### src/rtl/arb_pkg.sv
// Shared types and constants for the unified-memory port arbiter.
// The optional round-robin policy is enabled with ARB_ROUND_ROBIN_EN.
package arb_pkg;

  localparam int ARB_ADDR_W = 64;
  localparam int ARB_DATA_W = 64;

  typedef enum logic [1:0] {
    ARB_IDLE   = 2'd0,
    ARB_BUSY_I = 2'd1,
    ARB_BUSY_D = 2'd2
  } arb_state_t;

  localparam logic REQ_IF = 1'b0;
  localparam logic REQ_D  = 1'b1;

endpackage

### src/rtl/arb_select.sv
// Grant selection between fetch and data requesters.
// ARB_ROUND_ROBIN_EN selects alternating priority; otherwise data always wins.
module arb_select
  import arb_pkg::*;
(
  input  logic if_req,
  input  logic d_req,
`ifdef ARB_ROUND_ROBIN_EN
  input  logic last_grant,
`endif
  output logic grant_valid,
  output logic grant_id
);

  // Priority resolution; a tie is the only case where the policy matters
  always_comb begin
    grant_valid = if_req | d_req;
    grant_id    = REQ_D;
    if (d_req && !if_req) begin
      grant_id = REQ_D;
    end else if (if_req && !d_req) begin
      grant_id = REQ_IF;
    end else if (if_req && d_req) begin
`ifdef ARB_ROUND_ROBIN_EN
      grant_id = (last_grant == REQ_D) ? REQ_IF : REQ_D;
`else
      grant_id = REQ_D;
`endif
    end else begin
      grant_id = REQ_D;
    end
  end

endmodule

### src/rtl/mem_port_arbiter.sv
// Shares one single-ported memory between instruction fetch and load/store.
// Define ARB_ROUND_ROBIN_EN for alternating grants on simultaneous requests.
module mem_port_arbiter
  import arb_pkg::*;
#(
  parameter int ADDR_W = ARB_ADDR_W,
  parameter int DATA_W = ARB_DATA_W
) (
  input  logic              clock,
  input  logic              reset,
  input  logic              if_req,
  input  logic [ADDR_W-1:0] if_addr,
  output logic [DATA_W-1:0] if_rdata,
  output logic              if_ack,
  input  logic              d_req,
  input  logic              d_we,
  input  logic [ADDR_W-1:0] d_addr,
  input  logic [DATA_W-1:0] d_wdata,
  output logic [DATA_W-1:0] d_rdata,
  output logic              d_ack,
  output logic              mem_req,
  output logic              mem_we,
  output logic [ADDR_W-1:0] mem_addr,
  output logic [DATA_W-1:0] mem_wdata,
  input  logic [DATA_W-1:0] mem_rdata,
  input  logic              mem_ready,
  output logic              busy
);

  arb_state_t        state_r;
  arb_state_t        next_state_s;
  logic [ADDR_W-1:0] addr_r;
  logic [DATA_W-1:0] wdata_r;
  logic              we_r;
  logic [DATA_W-1:0] if_rdata_r;
  logic [DATA_W-1:0] d_rdata_r;
  logic              grant_valid_s;
  logic              grant_id_s;
  logic              grant_s;

`ifdef ARB_ROUND_ROBIN_EN
  logic              last_grant_r;

  // Remember who was served last so a tie goes to the other requester
  always_ff @(posedge clock or posedge reset) begin
    if (reset) begin
      last_grant_r <= REQ_D;
    end else if (grant_s) begin
      last_grant_r <= grant_id_s;
    end else begin
      last_grant_r <= last_grant_r;
    end
  end
`endif

  arb_select u_select (
    .if_req      (if_req),
    .d_req       (d_req),
`ifdef ARB_ROUND_ROBIN_EN
    .last_grant  (last_grant_r),
`endif
    .grant_valid (grant_valid_s),
    .grant_id    (grant_id_s)
  );

  // Grants are only taken in IDLE, giving one arbitration point per access
  assign grant_s = (state_r == ARB_IDLE) && grant_valid_s;

  // Next-state logic
  always_comb begin
    next_state_s = state_r;
    case (state_r)
      ARB_IDLE: begin
        if (grant_valid_s) begin
          next_state_s = (grant_id_s == REQ_D) ? ARB_BUSY_D : ARB_BUSY_I;
        end else begin
          next_state_s = ARB_IDLE;
        end
      end
      ARB_BUSY_I, ARB_BUSY_D: begin
        if (mem_ready) begin
          next_state_s = ARB_IDLE;
        end else begin
          next_state_s = state_r;
        end
      end
      default: next_state_s = ARB_IDLE;
    endcase
  end

  // State register
  always_ff @(posedge clock or posedge reset) begin
    if (reset) begin
      state_r <= ARB_IDLE;
    end else begin
      state_r <= next_state_s;
    end
  end

  // Capture the granted request so the memory sees stable values even if the requester misbehaves
  always_ff @(posedge clock or posedge reset) begin
    if (reset) begin
      addr_r  <= '0;
      wdata_r <= '0;
      we_r    <= 1'b0;
    end else if (grant_s) begin
      if (grant_id_s == REQ_D) begin
        addr_r  <= d_addr;
        wdata_r <= d_wdata;
        we_r    <= d_we;
      end else begin
        addr_r  <= if_addr;
        wdata_r <= '0;
        we_r    <= 1'b0;
      end
    end else begin
      addr_r  <= addr_r;
      wdata_r <= wdata_r;
      we_r    <= we_r;
    end
  end

  // Hold each requester's last read data between its own acks
  always_ff @(posedge clock or posedge reset) begin
    if (reset) begin
      if_rdata_r <= '0;
      d_rdata_r  <= '0;
    end else begin
      if_rdata_r <= if_ack ? mem_rdata : if_rdata_r;
      d_rdata_r  <= d_ack  ? mem_rdata : d_rdata_r;
    end
  end

  assign busy      = (state_r != ARB_IDLE);
  assign mem_req   = busy;
  assign mem_we    = busy & we_r;
  assign mem_addr  = addr_r;
  assign mem_wdata = wdata_r;
  assign if_ack    = (state_r == ARB_BUSY_I) & mem_ready;
  assign d_ack     = (state_r == ARB_BUSY_D) & mem_ready;
  assign if_rdata  = if_ack ? mem_rdata : if_rdata_r;
  assign d_rdata   = d_ack  ? mem_rdata : d_rdata_r;

endmodule
### config.mk
export PLATFORM = sky130hd
export DESIGN_NAME = mem_port_arbiter
export DESIGN_NICKNAME = d
export VERILOG_FILES = /design/src/rtl/arb_pkg.sv /design/src/rtl/arb_select.sv /design/src/rtl/mem_port_arbiter.sv
export SDC_FILE = /design/constraint.sdc
export NUM_CORES = 1
export LEC_CHECK = 0
export CAP_MARGIN = 25
export CORE_AREA = 2 2 200 202
export DETAILED_ROUTE_END_ITERATION = 7
export DIE_AREA = 0 0 202 204
export DONT_BUFFER_PORTS = 1
export GPL_TIMING_DRIVEN = 0
export PLACE_DENSITY = 0.51
export SYNTH_ARGS = -nofsm -noshare
export SYNTH_HDL_FRONTEND = slang
export SYNTH_SLANG_ARGS = --single-unit
### constraint.sdc
create_clock -name clock -period 15.4 [get_ports clock]
set_clock_uncertainty 0.2 [all_clocks]
set_input_delay 3.08 -clock clock [delete_from_list [all_inputs] [get_ports clock]]
set_output_delay 3.08 -clock clock [all_outputs]
set_load 0.03 [all_outputs]
==> results of run 1 <==
[routing by layer]
layer  wire, um  vias to the layer above  share of wire, %  track usage (%)
met1      13400                     3494                40             18.8
li1           -                     2843                 -                -
met4        652                        4               1.9             4.65
met2      16900                      324                50             26.2
met3       2730                       44               8.1             4.75
met5         27                        -             0.080                0
[sequential cells by signal (all words and copies together) (netlist names)]
| name | flops |
|---|---|
| we_r | 1 |
| if_rdata_r | 64 |
| state_r | 2 |
| d_rdata_r | 64 |
| mem_wdata | 64 |
| mem_addr | 64 |
[cell type report]
type	instances	area, um^2	area share (%)
clock inverters	13	166	1.32
diodes	4	10.0	0.0795
well taps	525	657	5.22
inverters	6	30.0	0.238
multi-input cells	397	3950	31.3
clock buffers	39	813	6.46
flip-flops and latches	259	6480	51.5
plain buffers	71	432	3.43
repair buffers	2	55.1	0.437
[Yosys cell counts (all sizes together)]
master   number  area [um^2]
dfrtp       259         6480
mux2        128         1440
a22o         65          569
nand3b       63          473
o211a        62          621
buf          55          372
nand4bb      44          495
or4bb        20          225
clkbuf       16         60.1
inv           6         22.5
ha            3         37.5
nand2         3         11.3
mux2i         2         20.0
o221a         2         22.5
and2          1         6.26
nand2b        1         6.26
nor2b         1         6.26
o21a          1         7.51
o21ai         1         5.00
[per-stage QoR]
stage               power (mW)  cells  hold WS, ns  utilization [%]  setup slack (ns)
global route              3.63   1315        0.371             32.1              7.73
floorplan                 2.51    733        0.258                -              4.99
detailed placement        2.79   1260        0.344             29.6              7.78
CTS                       3.52   1312        0.366             32.1              7.77
finish                    3.48   1316        0.368             32.1              7.83
global placement          2.78   1258        0.320             29.5              1.83
[kinds of logic (layout without fill, tap and decap cells)]
group / count (synthesis) / after routing / synth area share (%)
flops: 259 / 259 / 59.6
mux: 130 / 130 / 13.4
compound gates: 131 / 131 / 11.3
simple gates: 133 / 133 / 11.2
buf+inv: 77 / 131 / 4.17
other cells: 0 / 4 / 0
fa+ha+maj: 3 / 3 / 0.345
[worst max path at each step]
stage | end | slack (ns)
2_1_floorplan | d_rdata_r[0] | 4.99
4_1_cts | d_rdata[37] | 7.77
6_report | if_rdata[35] | 7.83
5_1_grt | d_rdata[37] | 7.73
3_5_place_dp | if_rdata[35] | 7.78
3_3_place_gp | mem_wdata[24] | 1.83
[worst register-to-register path, cell delays in order (launching register included)]
cell	delay (ns)
dfrtp_1	0.35
inv_1	0.07
ha_1	0.33
buf_4	0.25
o21ai_1	0.18
clkbuf_1	0.70
a22o_1	0.24
[report_power, final]
group,switching [mW],total [mW],internal [mW]
combinational,0.835,1.23,0.391
sequential,0.526,1.54,1.01
clock,0.290,0.711,0.422
total,1.65,3.48,1.83
==> results.ini, run 1 <==
[worst_setup_path]
crit_slowest_cell=mux2_2
crit_top_cell=buf_2
r2r_slack_ns=13.01
crit_start=mem_ready
required_ns=12.12
worstSetupPathDepth=4
r2r_start=state_r[0]
critical_path_class=input pin to primary output
reg2reg_depth=6
worstPathMaxFanout=10
crit_buf_inv=2
critPathTopFamily=buffers and inverters
regToRegEndpoint=mem_wdata[56]
cp_slowest_stage_delay_ns=0.49
path_cells=nand2_1 -> buf_2 -> buf_2 -> mux2_2
start_kind=input pin
crit_arrival_ns=4.29
cp-end-kind=primary output

[logic_synthesis]
ys_seq_elements=259
synthCells=733
synth.avg_cell_area_um2=14.8
netlist_area_um2=10900
syn_nets=998
synth_seq_area_share_pct=59.6
synthDistinctLibCells=21
yosysWarnings=0

[sta]
tns_ns=0
min_period_ns=7.57
drv_slew=0
slew_headroom_pct=41.0
worstMarginPinSlew_ns=0.884
grt_setup_unrepaired=false
max_freq_mhz=132
finalHoldViolCount=0
setup_viol=0
fin_crit_sh_pct=49.2

[die]
die_x_um=202
ios=523
start_util_pct=27.8
coreArea_um2=39200
num_rows=73
die_area_um2=41200
die_h_um=204

[drt]
routed_wl_mm=33.7
avgViaCountPerCell=5.10
drtIter0Drc=419
vias=6709
first_pass_iters=4
drc=0
wl_per_cell_um=25.6
postRouteAntennaNets=0

[pwr]
ir_drop_uv=130
leakagePower_nw=5.44
p_per_area_nw_per_um2=276

[final_layout]
syn_to_final_growth_pct=15.7
drive_gt1_share_pct=29.9
final_common_cell=dfrtp_1
layout_common_cells=dfrtp_1, mux2_2, a22o_1
nNetsFinal=1031
nFillCells=3858
fin_area_um2=12600

[clock_tree]
cts_max_level=1
cts_tree=yes
postCtsHoldBufs=0
numCtsBuffers=29
root_buffer=clkbuf_16
clockBufferDepth=3
cts_resized=0
cts_sinks=259
cts_setup_buffers=0
clock_latency_ns=0.56
clk_pin_slew_ns=0.06

[global_routing]
grt_pass1_vias=7079
grt_max_degree=135
grt_pass1_wl_mm=48.5
grt.overflow.total=0
antenna_found_initial=6
grt_usage_pct=15.4

[worst_hold_path]
hold_depth=1
hp-class=register to register
hold_end=we_r
holdCritStartpoint=we_r

[flow_run]
max_cap_violations=0

[placed_design]
post-dp-hpwl_mm=25.4
dpl_cell_area_um2=11600
port_buffers=0
gp_congestion=0.807

[outcome]
outcome=complete, no violations

Power figures use the tool's default switching activity.
==> run 2: changes to the inputs <==
==> constraint.sdc (replaced) <==
create_clock -name clock -period 7.2 [get_ports clock]
set_clock_uncertainty 0.2 [all_clocks]
set_input_delay 1.44 -clock clock [delete_from_list [all_inputs] [get_ports clock]]
set_output_delay 1.44 -clock clock [all_outputs]
set_load 0.03 [all_outputs]
==> results.ini, run 2 (synthesis gave the netlist of run 1 again) <==
[outcome]
outcome=complete, no violations

[global_routing]
grt.overflow.total=0  ; unchanged
grt_pass1_vias=7207  ; +1.8%
grt_pass1_wl_mm=49.2  ; +1.5%
grt_usage_pct=15.8  ; +0.33 points
grt_max_degree=44  ; -67%
antenna_found_initial=4  ; -2

[worst_setup_path]
cp_slowest_stage_delay_ns=0.48  ; about the same
crit_buf_inv=2  ; unchanged
critPathTopFamily=buffers and inverters
required_ns=5.56  ; -6.56 ns
path_cells=nand2_1 -> buf_2 -> buf_2 -> mux2_2
worstPathMaxFanout=10  ; unchanged
reg2reg_depth=6  ; unchanged
regToRegEndpoint=mem_addr[35]
critical_path_class=input pin to primary output
crit_top_cell=buf_2
crit_end=if_rdata[59]
start_kind=input pin
r2r_slack_ns=4.87  ; -8.14 ns
r2r_start=state_r[0]
crit_slowest_cell=mux2_2
worstSetupPathDepth=4  ; unchanged
crit_start=mem_ready
crit_arrival_ns=2.68  ; -1.61 ns
cp-end-kind=primary output

[placed_design]
dp_slack_ns=2.87  ; -4.91 ns
post-dp-hpwl_mm=25.9  ; +1.9%
gp_congestion=0.790  ; -2.1%
port_buffers=0  ; unchanged

[clock_tree]
cts_setup_buffers=0  ; unchanged
clock_latency_ns=0.54  ; -0.02 ns
cts_tree=yes
cts_sinks=259  ; unchanged
cts_resized=0  ; unchanged
numCtsBuffers=29  ; unchanged
postCtsHoldBufs=0  ; unchanged
cts_max_level=1  ; unchanged
root_buffer=clkbuf_16
clockBufferDepth=3  ; unchanged
clk_pin_slew_ns=0.06  ; about the same

[pwr]
p_per_area_nw_per_um2=592  ; +110%
leakagePower_nw=5.49  ; +0.94%
ir_drop_uv=236  ; +81%
power_mw=7.52  ; +120%

[drt]
routed_wl_mm=34.1  ; +1.2%
drtIter0Drc=375  ; -11%
first_pass_iters=6  ; +2
avgViaCountPerCell=5.06  ; -0.66%
drc=0  ; unchanged
postRouteAntennaNets=0  ; unchanged
wl_per_cell_um=25.8  ; +0.69%
vias=6695  ; -0.21%

[die]
coreArea_um2=39200  ; unchanged
die_h_um=204  ; unchanged
ios=523  ; unchanged
num_rows=73  ; unchanged
die_x_um=202  ; unchanged
die_area_um2=41200  ; unchanged
start_util_pct=27.8  ; unchanged

[sta]
slew_headroom_pct=41.7  ; +0.69 points
worstMarginPinSlew_ns=0.872  ; -0.0121 ns
drv_slew=0  ; unchanged
setup_viol=0  ; unchanged
finalHoldViolCount=0  ; unchanged
grt_setup_unrepaired=false
fin_crit_sh_pct=59.9
min_period_ns=4.32
max_freq_mhz=232
tns_ns=0  ; unchanged
setup_ws_ns=2.88  ; -4.94 ns

[final_layout]
drive_gt1_share_pct=30.0  ; +0.14 points
layout_common_cells=dfrtp_1, mux2_2, a22o_1
final_common_cell=dfrtp_1
syn_to_final_growth_pct=16.7
nNetsFinal=1035  ; +0.39%

[flow_run]
max_cap_violations=0  ; unchanged

[worst_hold_path]
hp-class=register to register
hold_depth=1  ; unchanged

## run 2: stage by stage
step / util (%) / cells / instance area, um^2 / hold WS (ns)
finish: 32.4 / 1322 / 12700 / 0.327
global route: 32.4 / 1319 / 12700 / 0.343
CTS: 32.4 / 1315 / 12700 / 0.323
detailed placement: 29.8 / 1264 / 11700 / 0.309
global placement: 29.5 / 1258 / 11500 / 0.311
floorplan: - / 733 / 10900 / 0.258
## run 2: area by class of cell
class                           count  area, um^2
Inverter                            6        26.3
Fill cell                        3849       26500
Sequential cell                   259        6480
Clock inverter                     12         214
Buffer                             71         432
Timing Repair Buffer                6         120
Clock buffer                       39         803
Multi-Input combinational cell    397        3950
Tap cell                          525         657
Antenna cell                        7        17.5
## run 2: worst min-delay path by stage
stage,startpoint,to,slack (ns)
2_1_floorplan,we_r,we_r,0.26
3_5_place_dp,we_r,we_r,0.31
4_1_cts,we_r,we_r,0.32
5_1_grt,we_r,we_r,0.34
6_report,we_r,we_r,0.33
3_3_place_gp,we_r,we_r,0.31
## run 2: routing by layer
metal / vias to the layer above / track usage, % / wire (um)
li1: 2837 / - / -
met1: 3469 / 19.0 / 13400
met2: 338 / 26.6 / 16800
met3: 51 / 4.88 / 2890
met4: 0 / 5.49 / 941
met5: - / 0 / 0
## run 2: worst register-to-register path, cell delays in order, from the launching register on
cell and delay [ns]:
dfrtp_1 0.38, inv_1 0.10, ha_1 0.41, clkbuf_1 0.47
buf_2 0.35, nand3b_1 0.17, o211a_1 0.14
## run 2: power breakdown
group	internal (mW)	total, mW	leakage, nW	switching (mW)
logic	0.840	2.62	1.90	1.78
clock network	0.991	1.59	0.502	0.601
registers	2.17	3.30	3.09	1.13
total	4.00	7.52	5.49	3.52
==> run 3: changes to the inputs <==
--- a/config.mk
+++ b/config.mk
@@ -5,10 +5,11 @@
 export SDC_FILE = /design/constraint.sdc
 export NUM_CORES = 1
 export LEC_CHECK = 0
+export ABC_AREA = 1
 export CAP_MARGIN = 25
-export CORE_AREA = 2 2 200 202
+export CORE_AREA = 2 2 202 204
 export DETAILED_ROUTE_END_ITERATION = 7
-export DIE_AREA = 0 0 202 204
+export DIE_AREA = 0 0 204 206
 export DONT_BUFFER_PORTS = 1
 export GPL_TIMING_DRIVEN = 0
 export PLACE_DENSITY = 0.51
==> constraint.sdc (replaced) <==
create_clock -name clock -period 4.12 [get_ports clock]
set_clock_uncertainty 0.2 [all_clocks]
set_input_delay 0.824 -clock clock [delete_from_list [all_inputs] [get_ports clock]]
set_output_delay 0.824 -clock clock [all_outputs]
set_load 0.03 [all_outputs]
==> results.ini, run 3 <==
[worst_setup_path]
cp_slowest_stage_delay_ns=0.94  ; +0.46 ns
path_cells=inv_1 -> ha_1 -> nand2_1 -> buf_2 -> clkbuf_1 -> o21ai_0
crit_slowest_cell=o21ai_0
cp-end-kind=primary output
crit_arrival_ns=2.80  ; +0.12 ns
required_ns=3.10  ; -2.46 ns
start_kind=register
critical_path_class=register to primary output
worstPathMaxFanout=10  ; unchanged

[placed_design]
post-dp-hpwl_mm=29.1  ; +12%
dpl_cell_area_um2=12300  ; +5.5%
place_inst=1960  ; +55%
dp_slack_ns=0.622  ; -2.25 ns
gp_congestion=0.913  ; +16%
port_buffers=0  ; unchanged

[global_routing]
grt.overflow.total=0  ; unchanged
grt_pass1_vias=8985  ; +25%
grt_max_degree=43  ; -2.3%
grt_usage_pct=16.6  ; +0.85 points
grt_pass1_wl_mm=53.7  ; +9.1%
antenna_found_initial=0  ; -4

[sta]
tns_ns=0  ; unchanged
setup_viol=0  ; unchanged
fin_crit_sh_pct=92.8
finalHoldViolCount=0  ; unchanged
min_period_ns=3.82
drv_slew=0  ; unchanged
holdWs_ns=0.179  ; -0.148 ns
slew_headroom_pct=24.6  ; -17 points
grt_setup_unrepaired=false
setup_ws_ns=0.295  ; -2.59 ns
worstMarginPinSlew_ns=1.12  ; +0.246 ns
max_freq_mhz=261

[worst_hold_path]
hp-class=input pin to register

[die]
die_area_um2=42000  ; +2.0%
start_util_pct=27.5  ; -0.32 points
num_rows=74  ; +1.4%
die_h_um=206  ; +0.98%
ios=523  ; unchanged
die_x_um=204  ; +0.99%
coreArea_um2=40200  ; +2.6%

[logic_synthesis]
synth_seq_area_share_pct=58.7  ; -0.81 points
syn_nets=1596  ; +60%
async_reset_ff_share_pct=100  ; unchanged
yosys.cell_count.top_type=nand2_1
synthDistinctLibCells=12  ; -43%
post-synth-top-area-cell=dfrtp_1
synthCells=1331  ; +82%
synthTopCellsByArea=dfrtp_1, nand2_1, nand3_1, inv_1, o21ai_0
yosysWarnings=0  ; unchanged
synth.avg_cell_area_um2=8.29  ; -44%
synth_ff_type=dfrtp_1
synth_commonest_cells=nand2_1, dfrtp_1, inv_1
synth_edf_count=0  ; unchanged
yosysTopAreaCellShare_pct=58.7  ; -0.81 points
netlist_area_um2=11000  ; +1.4%
ys_seq_elements=259  ; unchanged

[clock_tree]
root_buffer=clkbuf_16
cts_sinks=259  ; unchanged
clk_pin_slew_ns=0.06  ; about the same
postCtsHoldBufs=1  ; +1
cts_max_level=1  ; unchanged
cts_setup_buffers=0  ; unchanged
numCtsBuffers=30  ; +3.4%
clock_latency_ns=0.57  ; +0.03 ns
cts_tree=yes
clockBufferDepth=3  ; unchanged
cts_resized=0  ; unchanged

[drt]
met3WireLength_mm=3.16  ; +9.1%
m1WireLength_mm=14.9  ; +11%
drc=0  ; unchanged
wl_per_cell_um=18.4  ; -29%
routed_wl_mm=37.8  ; +11%
wl_met2_mm=18.8  ; +11%
vias=9365  ; +40%
avgViaCountPerCell=4.57  ; -9.7%
first_pass_iters=5  ; -1
drtIter0Drc=527  ; +41%
postRouteAntennaNets=0  ; unchanged
top_layer=met4

[pwr]
leakagePower_nw=7.49  ; +36%
power_mw=13.1  ; +74%
p_per_area_nw_per_um2=971  ; +64%
ir_drop_uv=469  ; +99%

[final_layout]
syn_to_final_growth_pct=21.8
fin_area_um2=13400  ; +5.9%
nNetsFinal=1759  ; +70%
layout_common_cells=nand2_1, dfrtp_1, inv_1
instances_no_fill=2048  ; +55%
drive_gt1_share_pct=11.4  ; -19 points
final_common_cell=nand2_1
nFillCells=4201  ; +9.1%
utilization_pct=33.5  ; +1.0 points
diodes=0  ; -7

[outcome]
outcome=complete, no violations

[flow_run]
max_cap_violations=0  ; unchanged

run 3: changes by cell type after synthesis, moves of 13 or more:
cell,delta
nand3_1,+192
o211a_1,-62
or4bb_1,-20
a22o_1,-65
o21ai_0,+131
inv_1,+195
buf_2,+15
buf_6,-13
mux2_2,-128
nand2_1,+455
nand3b_1,-63
nand4bb_1,-44
run 3: logic make-up (layout without fill, tap and decap cells):
family,after synthesis,after routing,share of synthesized area (%)
DFF,259,259,58.7
adders and majority gates,3,3,0.340
buffers and inverters,286,471,10.6
and+or+nand+nor,652,652,24.4
AOI/OAI and AO/OA,131,131,5.94
run 3: layout make-up:
type                            instances  area (um^2)  share of cell area, %
Sequential cell                       259         6480                   48.2
Multi-Input combinational cell        786         3380                   25.1
Clock buffer                           45          867                   6.45
Timing Repair Buffer                  131          763                   5.68
Inverter                              202          762                   5.67
Tap cell                              532          666                   4.95
Buffer                                 84          413                   3.07
Clock inverter                          9          110                  0.819
run 3: report_power, final:
part	switching (mW)	leakage, nW	total, mW	internal [mW]
sequential	1.85	3.26	5.54	3.69
clock	1.07	0.482	2.64	1.57
combinational	3.59	3.74	4.87	1.27
total	6.52	7.49	13.1	6.53
run 3: worst paths after layout:
kind,start,to,slack (ns),cells after the start
setup reg to reg,state_r[0],d_rdata_r[38],1.45,7
max in group asynchronous,reset,mem_addr[45],2.25,5
min in group asynchronous,reset,d_rdata_r[28],0.48,2
setup / recovery,state_r[1],if_rdata[13],0.30,6
hold reg to reg,d_rdata_r[4],d_rdata_r[4],0.32,2
hold / removal,d_we,we_r,0.18,2
run 3: critical path: cells and delay by family (launching register included):
kind / cells / cell delay (ns)
buf+inv: 3 / 0.62
fa+ha+maj: 1 / 0.15
flops: 1 / 0.38
simple gates: 1 / 0.15
compound gates: 1 / 0.94
run 3: routing by layer:
metal / up-vias / track usage [%]
li1: 4416 / -
met3: 50 / 5.08
met1: 4518 / 19.7
met4: 0 / 5.23
met5: - / 0
met2: 381 / 28.7
